`config.mk`:
```
export PLATFORM = sky130hd
export DESIGN_NAME = multicycle_ctrl_fsm_flat
export DESIGN_NICKNAME = d
export VERILOG_FILES = /design/src/rtl/multicycle_ctrl_fsm_pkg.sv /design/src/rtl/multicycle_ctrl_fsm_if.sv /design/src/rtl/multicycle_ctrl_fsm_mem_wait_timer.sv /design/src/rtl/multicycle_ctrl_fsm.sv /design/src/flat_wrapper.sv
export SDC_FILE = /design/constraint.sdc
export NUM_CORES = 1
export LEC_CHECK = 0
export ABC_CLOCK_PERIOD_IN_PS = 2100
export BUFFER_PORTS_ARGS = -buffer_cell sky130_fd_sc_hd__buf_2
export CAP_MARGIN = 30
export CORE_ASPECT_RATIO = 1.2
export CORE_MARGIN = 4
export CORE_UTILIZATION = 27
export DETAILED_ROUTE_END_ITERATION = 8
export PLACE_DENSITY_LB_ADDON = 0.08
export SLEW_MARGIN = 15
export SYNTH_ARGS = -nofsm -noshare
export SYNTH_HDL_FRONTEND = slang
export SYNTH_HIERARCHICAL = 1
export SYNTH_SLANG_ARGS = --single-unit
```
`constraint.sdc`:
```
create_clock -name clk -period 2.1 [get_ports clk]
set_input_delay 0.42 -clock clk [delete_from_list [all_inputs] [get_ports clk]]
set_output_delay 0.42 -clock clk [all_outputs]
set_load 0.02 [all_outputs]
```
`src/rtl/multicycle_ctrl_fsm_pkg.sv`:
```
// rtl/multicycle_ctrl_fsm_pkg.sv - shared state, opcode and select encodings for the multi-cycle controller
package multicycle_ctrl_fsm_pkg;

  typedef enum logic [3:0] {
    S_IDLE,
    S_FETCH,
    S_DECODE,
    S_MEM_ADDR,
    S_MEM_RD,
    S_LD_WB,
    S_MEM_WR,
    S_R_EXEC,
    S_R_WB,
    S_BRANCH,
    S_TRAP
  } state_t;

  localparam logic [6:0] OPC_RTYPE = 7'b0110011;
  localparam logic [6:0] OPC_LD    = 7'b0000011;
  localparam logic [6:0] OPC_SD    = 7'b0100011;
  localparam logic [6:0] OPC_BEQ   = 7'b1100011;

  localparam logic [1:0] ALUOP_ADD   = 2'b00;
  localparam logic [1:0] ALUOP_SUB   = 2'b01;
  localparam logic [1:0] ALUOP_FUNCT = 2'b10;

  localparam logic [1:0] ALUB_RS2  = 2'b00;
  localparam logic [1:0] ALUB_FOUR = 2'b01;
  localparam logic [1:0] ALUB_IMM  = 2'b10;

  localparam logic [1:0] TRAP_NONE    = 2'b00;
  localparam logic [1:0] TRAP_ILLEGAL = 2'b01;
  localparam logic [1:0] TRAP_TIMEOUT = 2'b10;

  // States that own the memory port and therefore run the wait timer
  function automatic logic is_mem_state(input state_t s);
    return (s == S_FETCH) || (s == S_MEM_RD) || (s == S_MEM_WR);
  endfunction

endpackage

```
`src/rtl/multicycle_ctrl_fsm_if.sv`:
```
// rtl/multicycle_ctrl_fsm_if.sv - shared instruction/data memory request/ack port
interface multicycle_ctrl_fsm_if;
  logic mem_req;
  logic mem_we;
  logic i_or_d;
  logic mem_ack;

  modport master (output mem_req, output mem_we, output i_or_d, input mem_ack);
  modport slave  (input mem_req, input mem_we, input i_or_d, output mem_ack);
endinterface

```
`src/rtl/multicycle_ctrl_fsm_mem_wait_timer.sv`:
```
// rtl/multicycle_ctrl_fsm_mem_wait_timer.sv - counts unacknowledged memory cycles, flags TIMEOUT-1
module multicycle_ctrl_fsm_mem_wait_timer #(
  parameter int TIMEOUT = 16
) (
  input  logic clk,
  input  logic rst_n,
  input  logic clear,
  input  logic count_en,
  output logic expired
);
  localparam int W = (TIMEOUT > 2) ? $clog2(TIMEOUT) : 1;

  logic [W-1:0] cnt;

  assign expired = (cnt == W'(TIMEOUT - 1));

  always_ff @(posedge clk or negedge rst_n) begin
    if (!rst_n) begin
      cnt <= '0;
    end else if (clear) begin
      cnt <= '0;
    end else if (count_en && !expired) begin
      cnt <= cnt + W'(1);
    end
  end
endmodule

```
`src/rtl/multicycle_ctrl_fsm.sv`:
```
// rtl/multicycle_ctrl_fsm.sv - FETCH/DECODE/EXECUTE/MEM/WB sequencer for the RV64 subset datapath
// Optional perf counters cyc_cnt/ret_cnt are built when CTRL_PERF_EN is defined.
module multicycle_ctrl_fsm
  import multicycle_ctrl_fsm_pkg::*;
#(
  parameter int TIMEOUT = 16
`ifdef CTRL_PERF_EN
  , parameter int CNT_W = 32
`endif
) (
  input  logic                  clk,
  input  logic                  rst_n,
  input  logic                  run,
  input  logic [6:0]            opcode,
  input  logic                  alu_zero,
  multicycle_ctrl_fsm_if.master mem,
  output logic                  ir_we,
  output logic                  pc_we,
  output logic                  pc_src,
  output logic                  reg_we,
  output logic                  mem_to_reg,
  output logic                  alu_src_a,
  output logic [1:0]            alu_src_b,
  output logic [1:0]            alu_op,
  output logic                  busy,
  output logic                  trap,
  output logic [1:0]            trap_cause
`ifdef CTRL_PERF_EN
  , output logic [CNT_W-1:0]    cyc_cnt
  , output logic [CNT_W-1:0]    ret_cnt
`endif
);

  state_t     state, state_next;
  logic       mem_req, mem_we, i_or_d;
  logic       retire, expired;
  logic [1:0] cause_next;

  always_ff @(posedge clk or negedge rst_n) begin
    if (!rst_n) begin
      state      <= S_IDLE;
      trap_cause <= TRAP_NONE;
    end else begin
      state <= state_next;
      if (state != S_TRAP && state_next == S_TRAP) trap_cause <= cause_next;
    end
  end

  always_comb begin
    state_next = state;
    cause_next = TRAP_NONE;
    retire     = 1'b0;
    mem_req    = 1'b0;
    mem_we     = 1'b0;
    i_or_d     = 1'b0;
    ir_we      = 1'b0;
    pc_we      = 1'b0;
    pc_src     = 1'b0;
    reg_we     = 1'b0;
    mem_to_reg = 1'b0;
    alu_src_a  = 1'b0;
    alu_src_b  = ALUB_RS2;
    alu_op     = ALUOP_ADD;
    unique case (state)
      S_IDLE: if (run) state_next = S_FETCH;
      S_FETCH: begin
        mem_req   = 1'b1;
        alu_src_b = ALUB_FOUR;
        if (mem.mem_ack) begin
          ir_we      = 1'b1;
          pc_we      = 1'b1;
          state_next = S_DECODE;
        end else if (expired) begin
          state_next = S_TRAP;
          cause_next = TRAP_TIMEOUT;
        end
      end
      S_DECODE: begin
        alu_src_b = ALUB_IMM;
        case (opcode)
          OPC_RTYPE:      state_next = S_R_EXEC;
          OPC_LD, OPC_SD: state_next = S_MEM_ADDR;
          OPC_BEQ:        state_next = S_BRANCH;
          default: begin
            state_next = S_TRAP;
            cause_next = TRAP_ILLEGAL;
          end
        endcase
      end
      S_MEM_ADDR: begin
        alu_src_a  = 1'b1;
        alu_src_b  = ALUB_IMM;
        state_next = (opcode == OPC_SD) ? S_MEM_WR : S_MEM_RD;
      end
      S_MEM_RD: begin
        mem_req = 1'b1;
        i_or_d  = 1'b1;
        if (mem.mem_ack) begin
          state_next = S_LD_WB;
        end else if (expired) begin
          state_next = S_TRAP;
          cause_next = TRAP_TIMEOUT;
        end
      end
      S_LD_WB: begin
        reg_we     = 1'b1;
        mem_to_reg = 1'b1;
        retire     = 1'b1;
      end
      S_MEM_WR: begin
        mem_req = 1'b1;
        mem_we  = 1'b1;
        i_or_d  = 1'b1;
        if (mem.mem_ack) begin
          retire = 1'b1;
        end else if (expired) begin
          state_next = S_TRAP;
          cause_next = TRAP_TIMEOUT;
        end
      end
      S_R_EXEC: begin
        alu_src_a  = 1'b1;
        alu_op     = ALUOP_FUNCT;
        state_next = S_R_WB;
      end
      S_R_WB: begin
        reg_we = 1'b1;
        retire = 1'b1;
      end
      S_BRANCH: begin
        alu_src_a = 1'b1;
        alu_op    = ALUOP_SUB;
        pc_src    = 1'b1;
        pc_we     = alu_zero;
        retire    = 1'b1;
      end
      S_TRAP: state_next = S_TRAP;
      default: state_next = S_IDLE;
    endcase
    // run is only honoured at the instruction boundary
    if (retire) state_next = run ? S_FETCH : S_IDLE;
  end

  assign mem.mem_req = mem_req;
  assign mem.mem_we  = mem_we;
  assign mem.i_or_d  = i_or_d;
  assign busy        = (state != S_IDLE) && (state != S_TRAP);
  assign trap        = (state == S_TRAP);

  multicycle_ctrl_fsm_mem_wait_timer #(.TIMEOUT(TIMEOUT)) u_timer (
    .clk      (clk),
    .rst_n    (rst_n),
    .clear    (is_mem_state(state_next) && (state_next != state)),
    .count_en (mem_req && !mem.mem_ack),
    .expired  (expired)
  );

`ifdef CTRL_PERF_EN
  always_ff @(posedge clk or negedge rst_n) begin
    if (!rst_n) begin
      cyc_cnt <= '0;
      ret_cnt <= '0;
    end else begin
      if (busy)   cyc_cnt <= cyc_cnt + CNT_W'(1);
      if (retire) ret_cnt <= ret_cnt + CNT_W'(1);
    end
  end
`endif

endmodule
```
`src/flat_wrapper.sv`:
```
// flat-port wrapper written by rule: the top's interface ports become plain ports
module multicycle_ctrl_fsm_flat import multicycle_ctrl_fsm_pkg::*;
#(
  parameter int TIMEOUT = 16

)
  (clk, rst_n, run, opcode, alu_zero, ir_we, pc_we, pc_src, reg_we, mem_to_reg, alu_src_a, alu_src_b, alu_op, busy, trap, trap_cause, mem_mem_req, mem_mem_we, mem_i_or_d, mem_mem_ack);
  multicycle_ctrl_fsm_if mem_i ();
  input  logic clk;
  input  logic rst_n;
  input  logic run;
  input  logic [6:0] opcode;
  input  logic alu_zero;
  output logic ir_we;
  output logic pc_we;
  output logic pc_src;
  output logic reg_we;
  output logic mem_to_reg;
  output logic alu_src_a;
  output logic [1:0] alu_src_b;
  output logic [1:0] alu_op;
  output logic busy;
  output logic trap;
  output logic [1:0] trap_cause;
  output wire logic [$bits(mem_i.mem_req)-1:0] mem_mem_req;
  output wire logic [$bits(mem_i.mem_we)-1:0] mem_mem_we;
  output wire logic [$bits(mem_i.i_or_d)-1:0] mem_i_or_d;
  input wire logic [$bits(mem_i.mem_ack)-1:0] mem_mem_ack;
  assign mem_mem_req = mem_i.mem_req;
  assign mem_mem_we = mem_i.mem_we;
  assign mem_i_or_d = mem_i.i_or_d;
  assign mem_i.mem_ack = mem_mem_ack;
  multicycle_ctrl_fsm #(.TIMEOUT(TIMEOUT)) u_core (.clk(clk), .rst_n(rst_n), .run(run), .opcode(opcode), .alu_zero(alu_zero), .mem(mem_i), .ir_we(ir_we), .pc_we(pc_we), .pc_src(pc_src), .reg_we(reg_we), .mem_to_reg(mem_to_reg), .alu_src_a(alu_src_a), .alu_src_b(alu_src_b), .alu_op(alu_op), .busy(busy), .trap(trap), .trap_cause(trap_cause));
endmodule
```
# Word-level counts from Yosys, hierarchy flattened
# Index checks and enable logic that the tools add are counted.
# classes
eq_ne	21
n_reduce_logical	20
muxes	29
addsub	1
# op_table
operator	count
$pmux W4 S9	1
$mux W4	8
$eq A4 B3 Y1 const B	6
$eq A4 B4 Y1 const B	5
$eq A7 B6 Y1 const B	2
$pmux W2 S2	3
$pmux W4 S3	1
$mux W1	11
$reduce_or A3 Y1	3
$eq A4 B1 Y1 const B	2
$eq A4 B2 Y1 const B	2
$reduce_or A2 Y1	4
$eq A7 B2 Y1 const B	1
$eq A7 B7 Y1 const B	1
$mux W2	3
$logic_and A1 B1 Y1	5
$add A4 B1 Y4 const B	1
$logic_not A4 Y1	1
$ne A4 B4 Y1	1
$ne A4 B4 Y1 const B	1
$pmux W1 S2	2
$reduce_bool A4 Y1	1
$reduce_or A4 Y1	1
$logic_not A1 Y1	2
other kinds (2)	3
# totals
wordCells	74
ff_bits	10
output_inout_bits	17

# Longest topological paths before layout
# Gate-level depths: netlist of run 1.
# logic_depth
depth_word	10
mapped_depth	9
depth_no_buf	7

# By module
# Netlist of run 1, hierarchy kept.
# modules_own_cells
mod	instances	seq_area_each_um2	cells_each	area_each_um2
multicycle_ctrl_fsm	1	150.1	94	728.2
multicycle_ctrl_fsm_mem_wait_timer	1	100.1	20	229.0

# Worst setup path before layout of run 1
# OpenSTA, ideal clock, no wires.
# synth_timing
path_type	reg2reg
start	reg u_core.state[3]
end	reg u_core.u_timer.cnt[0]
setup_ns	0.125
slack_ns	-0.015
arrival_ns	1.990
required_time_ns	1.975
path_buffers	1
path_stages_with_launch	7
synth_period_minus_slack_ns	2.115
path_cell_list	dfrtp_1 > buf_6 > nor4b_2 > or2_2 > and2b_1 > nor2b_4 > mux2_4
# synth_between
word_cells_on_any_way	33
cone_classes	eq/ne: 14; mux: 10; reduce/logical: 9
# synth_lines
element	line	rtl
start, declared	multicycle_ctrl_fsm.sv:34	state_t state, state_next;
start signal, assigned	multicycle_ctrl_fsm.sv:44	state <= state_next;
$eq A4 B1 Y1 or $eq A4 B3 Y1 (tied branches)	multicycle_ctrl_fsm.sv:64	unique case (state)
$reduce_or A3 Y1 (no source line) *	n/a	
$mux W1 *	multicycle_ctrl_fsm.sv:64	
named net mem_mem_req	flat_wrapper.sv:25	output wire logic [$bits(mem_i.mem_req)-1:0] mem_mem_req;
$logic_and A1 B1 Y1 *	multicycle_ctrl_fsm.sv:154	.count_en (mem_req && !mem.mem_ack),
$logic_and A1 B1 Y1 *	multicycle_ctrl_fsm_mem_wait_timer.sv:22	end else if (count_en && !expired) begin
$reduce_bool A2 Y1 (no source line) *	n/a	
end signal, assigned	multicycle_ctrl_fsm_mem_wait_timer.sv:23	cnt <= cnt + W'(1);
end, declared	multicycle_ctrl_fsm_mem_wait_timer.sv:13	logic [W-1:0] cnt;
# The timed path passes the listed nets; every way through them passes the cells marked *.
# A chain may end at the register's enable or synchronous reset.

# Final worst setup path of run 1
# layout_timing
start	reg u_core.state[2]
end	out reg_we
# layout_between
elab_chain_cells	3
word_cells_on_any_way	4
cone_classes	eq/ne: 2; mux: 1; reduce/logical: 1
# layout_rtl
element	line	rtl
$eq A4 B3 Y1 or $eq A4 B4 Y1 (tied branches)	multicycle_ctrl_fsm.sv:64	
$reduce_or A2 Y1 (no source line) *	n/a	
$mux W1 *	multicycle_ctrl_fsm.sv:64	
end, declared	flat_wrapper.sv:17	output logic reg_we;
# Every way passes the cells marked *; elsewhere a longest branch is shown, timed or not.

==> qor.txt, run 1 <==
CP endpoint kind: output pin
Initial antenna violation count: 0
Core area: 3367 sq um
I/O pin total: 29
Reg-to-Reg End: u_core/trap_cause[0]
Port bufs: 28
Syn_nets: 127
Final period util: 94.32%
Required time worst endpoint: 1.68 ns
Synth unique cells: 52
Die Wd: 62.35 microns
# DRC: 0
RSZ-0062 raised after global routing: yes
Yosys reg bits: 10
Pwr Density: 1136 nW/um^2
Static Leak: 0.5694 nW
Layout fillers: 353
Top cell type's share of synthesized area: 26.14%
Area leader, netlist: dfrtp_1
Synth top cells by count: nor2_1 (14), dfrtp_1 (10), nand2b_1 (10)
Final setup fails: 0
Crit path from: u_core/state[2]
Post-Syn Instances: 114
Actual slew at the worst max-slew pin: 0.4341 ns
Largest net degree at the start of global routing: 15
Final hold violation count: 0
H-tree depth: 1
# diodes: 0
Relative max-transition margin: 70.66%
Total gr overflow: 0
DR iter-0 viols: 42
Worst VDD drop: 0.0005333 V
Critical path class: flip-flop to output pin
TritonCTS clock tree: done
Sequential fraction of the synthesis area: 26.14%
Hpwl dp: 2120 microns
Primary FF master, synth: dfrtp_1
Share of cells above drive strength 1: 36.91%
Area Growth Syn to Fin: 29.80%
Mapped Area: 957.2 sq um
Via Count: 953
Power after layout: 0.001411 W
CTS clk-pin slew, worst paths: 0.05 ns
Starting Density: 28.43%
Synth async-reset ratio: 100.0%
Nets@finish: 163
Clk buf depth: 2
CP cell instances: nor2b_1 > buf_4 > a22oi_1 > nor2_1 > buf_2
Reg2reg path depth: 7
Die area: 4565 sq um
Final antenna-violating net count: 0
Peak Freq: 504.9 MHz
Outcome: finished clean
Final GP Congestion: 0.7155
Vias in the first global route: 922
CTS Sinks: 10
Inserted Clock Buffers: 3
Yosys warns: 6
Crit Path Max Fanout: 11
CTS Root Cell: clkbuf_8
DR WL/cell: 14.32 microns
Worst-Skew Late Latency: 0.24 ns
Worst Hold Class: primary input to asynchronous set/reset pin
Design area: 1242 sq um
Setup crit start kind: flip-flop
Slew Limit Fails: 0
Final Util: 36.90%
Period minus WS final: 1.981 ns
Most numerous cell in the Yosys netlist: nor2_1
Post-synth EDFFs: 0
Register-to-register setup slack: 0.13 ns
CP max-delay cell: dfrtp_1
GRT Total Usage: 12.24%
Reg2reg start: u_core/u_timer/cnt[0]
Max_cap viols: 0
Die H: 73.22 microns
First-pass GRT wire length: 4450 microns
DR vias/cell: 5.124
Clock skew: 0.002363 ns
Mean Syn Cell Area: 8.396 sq um
Largest stage delay, worst path: 0.61 ns
Ranking of synthesized cells by area: dfrtp_1 (26%), nand2b_1 (6.5%), nor2_1 (5.5%)
Rows: 23
Routed WL: 2663 microns
TritonRoute pass-1 iters: 4
Worst EP arrival: 1.56 ns
Dpl cell area: 1177 sq um
routing by layer:
metal,GRT usage (%),wire length (microns)
met5,0,0
met4,3.538,28
met3,2.773,135
met2,21.54,1295
met1,14.89,1204
state kept, by name (all words and copies together) (netlist names):
name,flops
u_core/trap_cause,2
u_core/state,4
u_core/u_timer/cnt,4
power breakdown:
group / switching (W) / internal, W
sequential: 0.000104 / 0.000246
combinational: 0.000437 / 0.000376
clock: 0.0000833 / 0.000165
repair_timing:
| item | CTS | global route |
|---|---|---|
| endpoints found under the hold margin | 0 | 0 |
| hold buffers | 0 | 0 |
| gates resized for setup | 0 | 2 |
| endpoints found under the setup margin | 0 | 4 |
| setup buffers | 0 | 1 |
worst max path at each step:
| stage | slack [ns] | end |
|---|---|---|
| detailed placement | 0.13 | u_core/trap_cause[0] |
| global placement | 0.15 | u_core/trap_cause[0] |
| finish | 0.12 | reg_we |
| CTS | 0.04 | pc_we |
| floorplan | 0.03 | u_core/u_timer/cnt[0] |
| global route | -0.001 | u_core/trap_cause[0] |
cell families after synthesis:
| logic type | synth area share, % |
|---|---|
| XOR/XNOR | 1.830 |
| AO/OA/AOI/OAI | 20.13 |
| multiplexers | 2.614 |
| flip-flops | 26.14 |
| buffers and inverters | 6.796 |
| adder cells (fa/ha/maj) | 1.307 |
| AND/OR/NAND/NOR | 41.18 |
final cells by class:
class / count / area (sq um) / share of cell area [%]
sequential: 10 / 252.7 / 20.34
inverter: 4 / 15.01 / 1.208
tap: 37 / 46.29 / 3.726
clock buffer: 4 / 55.05 / 4.431
timing repair buffer: 39 / 222.7 / 17.93
multi-input combinational: 92 / 650.6 / 52.37
critical path: cells and delay by family, from the launching register on:
family | cells | cell delay [ns]
compound gates | 1 | 0.07
buf+inv | 2 | 0.31
flops | 1 | 0.61
simple gates | 2 | 0.32
cell usage in the layout (no fill, tap or decap), types with 2 or more instances in the layout:
master / synthesis / layout
buf_2: 4 / 28
nor2_1: 14 / 14
buf_4: 2 / 11
nand2b_1: 10 / 10
dfrtp_1: 10 / 8
nand2_1: 6 / 6
o21ai_0: 6 / 6
a21oi_1: 5 / 5
clkbuf_8: 0 / 4
nor2b_1: 4 / 4
and2_1: 4 / 4
inv_1: 4 / 4
nor4b_4: 1 / 2
nand4bb_1: 2 / 2
o21a_1: 2 / 2
nor3_1: 2 / 2
dfrtp_2: 0 / 2
through the flow:
step / instances / worst slack, ns / hold slack (ns) / setup TNS [ns]
detailed placement: 181 / 0.1254 / 0.3012 / 0
global route: 186 / -0.001422 / 0.05068 / -0.001422
finish: 186 / 0.1193 / 0.03766 / 0
CTS: 185 / 0.04271 / 0.03724 / 0
floorplan: 114 / 0.03366 / 0.1244 / 0
global placement: 181 / 0.1540 / 0.2943 / 0
No activity file was read; power rests on OpenSTA's default activity.
==> inputs of run 2 (changes only) <==
--- a/config.mk
+++ b/config.mk
@@ -16,5 +16,4 @@
 export SLEW_MARGIN = 15
 export SYNTH_ARGS = -nofsm -noshare
 export SYNTH_HDL_FRONTEND = slang
-export SYNTH_HIERARCHICAL = 1
 export SYNTH_SLANG_ARGS = --single-unit
==> run 2 against run 1 <==
  * Die area grew 3.7%
  * Maximum frequency shrank 4.8%
  * Area after synthesis grew 4.2%
  * Sequential share of layout area shrank 3.2 points
  * Via count grew 13%
  * Non-clock buffer count grew 9
  * Cell area grew 17%
  * First-iteration DRC count grew 55%
  * Core utilization grew 5.3 points
  * Global-route usage grew 0.72 points
==> qor.txt, run 2 <==
Outcome: finished clean
# diodes: 0
Synth unique cells: 50
Ranking of synthesized cells by area: dfrtp_1 (25%), nor2_1 (6.4%), a21oi_1 (4.5%)
CTS clk-pin slew, worst paths: 0.04 ns
Met3 wire len: 105 microns
Clock Power Share: 8.8%
TritonCTS clock tree: done
Vias in the first global route: 1,085
Core area: 3453 sq um
TritonRoute pass-1 iters: 4
Required time worst endpoint: 2.20 ns
CP endpoint kind: flip-flop
Worst-Skew Late Latency: 0.23 ns
Die H: 74.57 microns
# DRC: 0
Worst VDD drop: 0.0005982 V
Inserted Clock Buffers: 3
Clock skew: 0.002304 ns
Static Leak: 0.6601 nW
Comb power frac: 76.3%
CTS Sinks: 10
DR WL/cell: 14.65 microns
Max_cap viols: 0
Rows: 23
Die Wd: 63.48 microns
Slew Limit Fails: 0
CP max-delay cell: or4b_4
Final hold violation count: 0
DR vias/cell: 5.244
Yosys reg bits: 10
Final setup fails: 0
Worst Hold Class: primary input to asynchronous set/reset pin
Hpwl dp: 2383 microns
Worst EP arrival: 2.18 ns
Synth async-reset ratio: 100.0%
Starting Density: 28.88%
Syn_nets: 138
GRT Total Usage: 12.96%
Final GP Congestion: 0.7756
Via Count: 1,075
Pwr Density: 1455 nW/um^2
Routed WL: 3004 microns
Biggest registers after layout: u_core.state x4, u_core.u_timer.cnt x4, u_core.trap_cause x2
Sequential fraction of the synthesis area: 25.09%
Highest Signal Layer: met4
Share of cells above drive strength 1: 47.62%
Post-Syn Instances: 125
Power after layout: 0.002123 W
Mean Syn Cell Area: 7.978 sq um
Mapped Area: 997.2 sq um
Nets@finish: 183
Period minus WS final: 2.080 ns
Yosys warns: 0
Fraction of power consumed by sequential logic: 14.9%
H-tree depth: 1
DR iter-0 viols: 65
Relative max-transition margin: 72.77%
CP cell instances: or4b_4 > nor4_4 > or3_4 > nor4_2 > a211oi_2 > a21oi_1
Post-synth EDFFs: 0
Most common cell after layout, fill and taps aside: buf_2
Final antenna-violating net count: 0
Critical path class: flip-flop to flip-flop
Largest net degree at the start of global routing: 19
Largest stage delay, worst path: 0.58 ns
CTS Hold Bufs: 0
Most numerous cell in the Yosys netlist: nor2_1
WHS: 0.04241 ns
Internal power: 0.001111 W
Primary FF master, synth: dfrtp_1
Psw: 0.001012 W
Final period util: 99.06%
Peak Freq: 480.7 MHz
Top cell type's share of synthesized area: 25.09%
Clk buf depth: 2
Crit Path Max Fanout: 4
Total gr overflow: 0
Most frequent cells in the layout: buf_2 (28), buf_4 (19), nor2_1 (15)
Fraction of power spent switching nets: 47.66%
Synth top cells by count: nor2_1 (17), dfrtp_1 (10), a21oi_1 (9), nand2_1 (9), nand2b_1 (7)
Routed met2 length: 1521 microns
Port bufs: 28
Area leader, netlist: dfrtp_1
First-pass GRT wire length: 4981 microns
Met1 WL: 1365 microns
Area Growth Syn to Fin: 46.30%
Actual slew at the worst max-slew pin: 0.4027 ns
Initial antenna violation count: 0
RSZ-0062 raised after global routing: yes
CTS Root Cell: clkbuf_8
I/O pin total: 29
Setup crit start kind: flip-flop
Die area: 4733 sq um
## run 2: metal layers
metal  GRT usage (%)  vias to the layer above
li1                -                      549
met1           15.52                      500
met2           24.71                       24
met3           1.662                        2
met4           2.878                        0
met5               0                        -
## run 2: worst max-delay path: cells and delay by family, from the launching register on
kind	cells	cell delay, ns
simple gates	4	1.11
compound gates	2	0.47
flops	1	0.37
## run 2: power groups by stage
| stage | registers [W] | logic, W | clock network, W |
|---|---|---|---|
| detailed placement | 0.000317 | 0.00144 | 0 |
| finish | 0.000317 | 0.00162 | 0.000186 |
| floorplan | 0.000337 | 0.000954 | 0 |
| CTS | 0.000317 | 0.00153 | 0.000192 |
| global placement | 0.000315 | 0.00143 | 0 |
| global route | 0.000325 | 0.00176 | 0.000204 |
## run 2: kinds of logic (layout without fill, tap and decap cells)
family / count (synthesis) / count (layout) / share of synthesized area, %
XOR/XNOR: 5 / 5 / 4.392
AND/OR/NAND/NOR: 62 / 62 / 37.14
adder cells (fa/ha/maj): 1 / 1 / 1.255
AO/OA/AOI/OAI: 34 / 34 / 24.72
flip-flops: 10 / 10 / 25.09
multiplexers: 2 / 2 / 2.133
buffers and inverters: 11 / 54 / 5.269
## run 2: metrics by stage
step / cell area, sq um / setup WS [ns] / setup TNS (ns) / util [%] / cells
finish: 1459 / 0.01974 / 0 / 42.25 / 205
floorplan: 1007 / -0.01495 / -0.01495 / - / 125
CTS: 1369 / 0.005207 / 0 / 39.64 / 204
global placement: 1280 / -0.07164 / -0.2839 / 37.07 / 199
detailed placement: 1280 / -0.1250 / -0.4835 / 37.07 / 199
global route: 1459 / -0.06728 / -0.3353 / 42.25 / 205
## run 2: final timing paths
kind	cells after the start	slack, ns	from	to
setup reg to reg	6	0.02	u_core.state[2]	u_core.u_timer.cnt[1]
min in group clk	1	0.48	u_core.trap_cause[0]	u_core.trap_cause[0]
setup / recovery	6	0.02	u_core.state[2]	u_core.u_timer.cnt[1]
hold reg to reg	1	0.48	u_core.trap_cause[0]	u_core.trap_cause[0]
hold / removal	1	0.04	rst_n	u_core.trap_cause[0]
max in group asynchronous	1	1.87	rst_n	u_core.state[2]
## run 2: timing repair
item	in CTS	in global routing
setup endpoints to repair	5	8
gates cloned	0	0
setup buffers	2	1
gates resized for setup	6	17
pin swaps	3	6
## run 2: final cells by class
type | count | area [sq um]
Clock buffer | 3 | 41.29
Fill cell | 367 | 1994
Inverter | 3 | 11.26
Multi-Input combinational cell | 104 | 815.8
Sequential cell | 10 | 250.2
Tap cell | 37 | 46.29
Timing Repair Buffer | 48 | 294.0
==> inputs of run 3 (changes only) <==
--- a/config.mk
+++ b/config.mk
@@ -9,7 +9,7 @@
 export BUFFER_PORTS_ARGS = -buffer_cell sky130_fd_sc_hd__buf_2
 export CAP_MARGIN = 30
 export CORE_ASPECT_RATIO = 1.2
-export CORE_MARGIN = 4
+export CORE_MARGIN = 8
 export CORE_UTILIZATION = 27
 export DETAILED_ROUTE_END_ITERATION = 8
 export PLACE_DENSITY_LB_ADDON = 0.08
==> run 3 against run 2 <==
  * The flow now finishes with violations (setup timing)
  * First-iteration DRC count shrank 17%
  * Critical path depth is the same
  * Register-to-register slack lost 0.05 ns
  * Highest routed layer unchanged
  * Worst setup slack lost 0.046 ns
==> qor.txt, run 3 (synthesis results as in run 2) <==
Final worst slack: -0.02581 ns
DR vias/cell: 5.341
Initial antenna violation count: 0
Slew Limit Fails: 0
Crit Path Max Fanout: 4
Failing checks: setup timing
Worst Hold Class: primary input to asynchronous set/reset pin
Final period util: 101.2%
Dpl cell area: 1267 sq um
Die Wd: 71.48 microns
Worst Setup Slack post-DPL: -0.1578 ns
Final antenna-violating net count: 0
Power after layout: 0.002133 W
DR iter-0 viols: 54
CTS Root Cell: clkbuf_8
Setup crit start kind: flip-flop
CTS clk-pin slew, worst paths: 0.04 ns
Die area: 5902 sq um
Inserted Clock Buffers: 3
Required time worst endpoint: 2.20 ns
TritonCTS clock tree: done
Biggest registers after layout: u_core.state x4, u_core.u_timer.cnt x4, u_core.trap_cause x2
Relative max-transition margin: 63.73%
Vias in the first global route: 1,113
Hpwl dp: 2460 microns
Worst-Skew Late Latency: 0.23 ns
Via Count: 1,095
DR WL/cell: 15.20 microns
Final setup fails: 4
Routed WL: 3117 microns
Reg2reg start: u_core.state[0]
Peak Freq: 470.4 MHz
Most frequent cells in the layout: buf_2 (27), buf_4 (17), nor2_1 (16)
Reg2reg path depth: 6
Starting Density: 27.91%
GRT Total Usage: 10.52%
Port bufs: 28
Die H: 82.57 microns
Clock skew: 0.001342 ns
Final GP Congestion: 0.8762
Final hold violation count: 0
Area Growth Syn to Fin: 48.06%
Worst EP arrival: 2.22 ns
Rows: 24
Static Leak: 0.6449 nW
Most common cell after layout, fill and taps aside: buf_2
Setup TNS: -0.07901 ns
TritonRoute pass-1 iters: 4
Max_cap viols: 0
H-tree depth: 1
Nets@finish: 181
Register-to-register setup slack: -0.03 ns
Critical path class: flip-flop to flip-flop
Design area: 1476 sq um
# DRC: 0
Worst VDD drop: 0.0006973 V
# diodes: 0
CTS Sinks: 10
Share of cells above drive strength 1: 46.99%
Core area: 3573 sq um
Outcome: finished with violations
Layout fillers: 384
Largest net degree at the start of global routing: 21
Clk buf depth: 2
CP endpoint kind: flip-flop
Reg-to-Reg End: u_core.u_timer.cnt[3]
Actual slew at the worst max-slew pin: 0.5424 ns
First-pass GRT wire length: 5078 microns
I/O pin total: 29
Total gr overflow: 0
RSZ-0062 raised after global routing: yes
Final Util: 41.32%
Period minus WS final: 2.126 ns
Pwr Density: 1444 nW/um^2
run 3: cell type report:
class                      instances  area, sq um  area share, %
multi-input combinational        104        839.6          56.86
timing repair buffer              46        285.3          19.32
sequential                        10        250.2          16.95
tap                               39        48.80          3.305
clock buffer                       3        41.29          2.797
inverter                           3        11.26         0.7627
run 3: worst max-delay path, cell delays in order, from the launching register on:
cell      delay [ns]
dfrtp_1         0.37
or4b_4          0.59
nor4_4          0.32
or3_4           0.21
nor4_2          0.05
a211oi_2        0.34
a21oi_1         0.12
run 3: what timing repair did:
| item | in CTS | in global routing |
|---|---|---|
| setup buffers | 3 | 0 |
| cloned | 0 | 0 |
| resized for setup | 8 | 19 |
| endpoints found under the setup margin | 6 | 8 |
| pin swaps | 2 | 2 |
| hold buffers | 0 | 0 |
run 3: worst max path at each step:
stage,start,to,cells after the start
3_3_place_gp,opcode[3],u_core.u_timer.cnt[0],7
6_report,u_core.state[0],u_core.u_timer.cnt[3],6
5_1_grt,u_core.state[0],u_core.u_timer.cnt[1],6
3_5_place_dp,opcode[3],u_core.u_timer.cnt[1],7
4_1_cts,u_core.state[3],u_core.trap_cause[0],10
2_1_floorplan,u_core.state[3],pc_we,5
run 3: metal layers:
metal | GRT usage (%) | routed length, microns | part of all wire (%)
met3 | 2.174 | 147 | 4.7
met4 | 4.499 | 51 | 1.6
met5 | 0 | 0 | 0
met2 | 18.68 | 1601 | 51
met1 | 12.06 | 1317 | 42
run 3: stage by stage:
stage	hold WS, ns	cells
2_1_floorplan	0.1244	125
3_3_place_gp	0.2869	199
3_5_place_dp	0.2907	199
4_1_cts	0.04948	205
5_1_grt	0.05613	205
6_report	0.04618	205
run 3: power by group:
group	internal, W	switching [W]
Clock	0.000124	0.0000618
Combinational	0.000710	0.000914
Sequential	0.000266	0.0000565
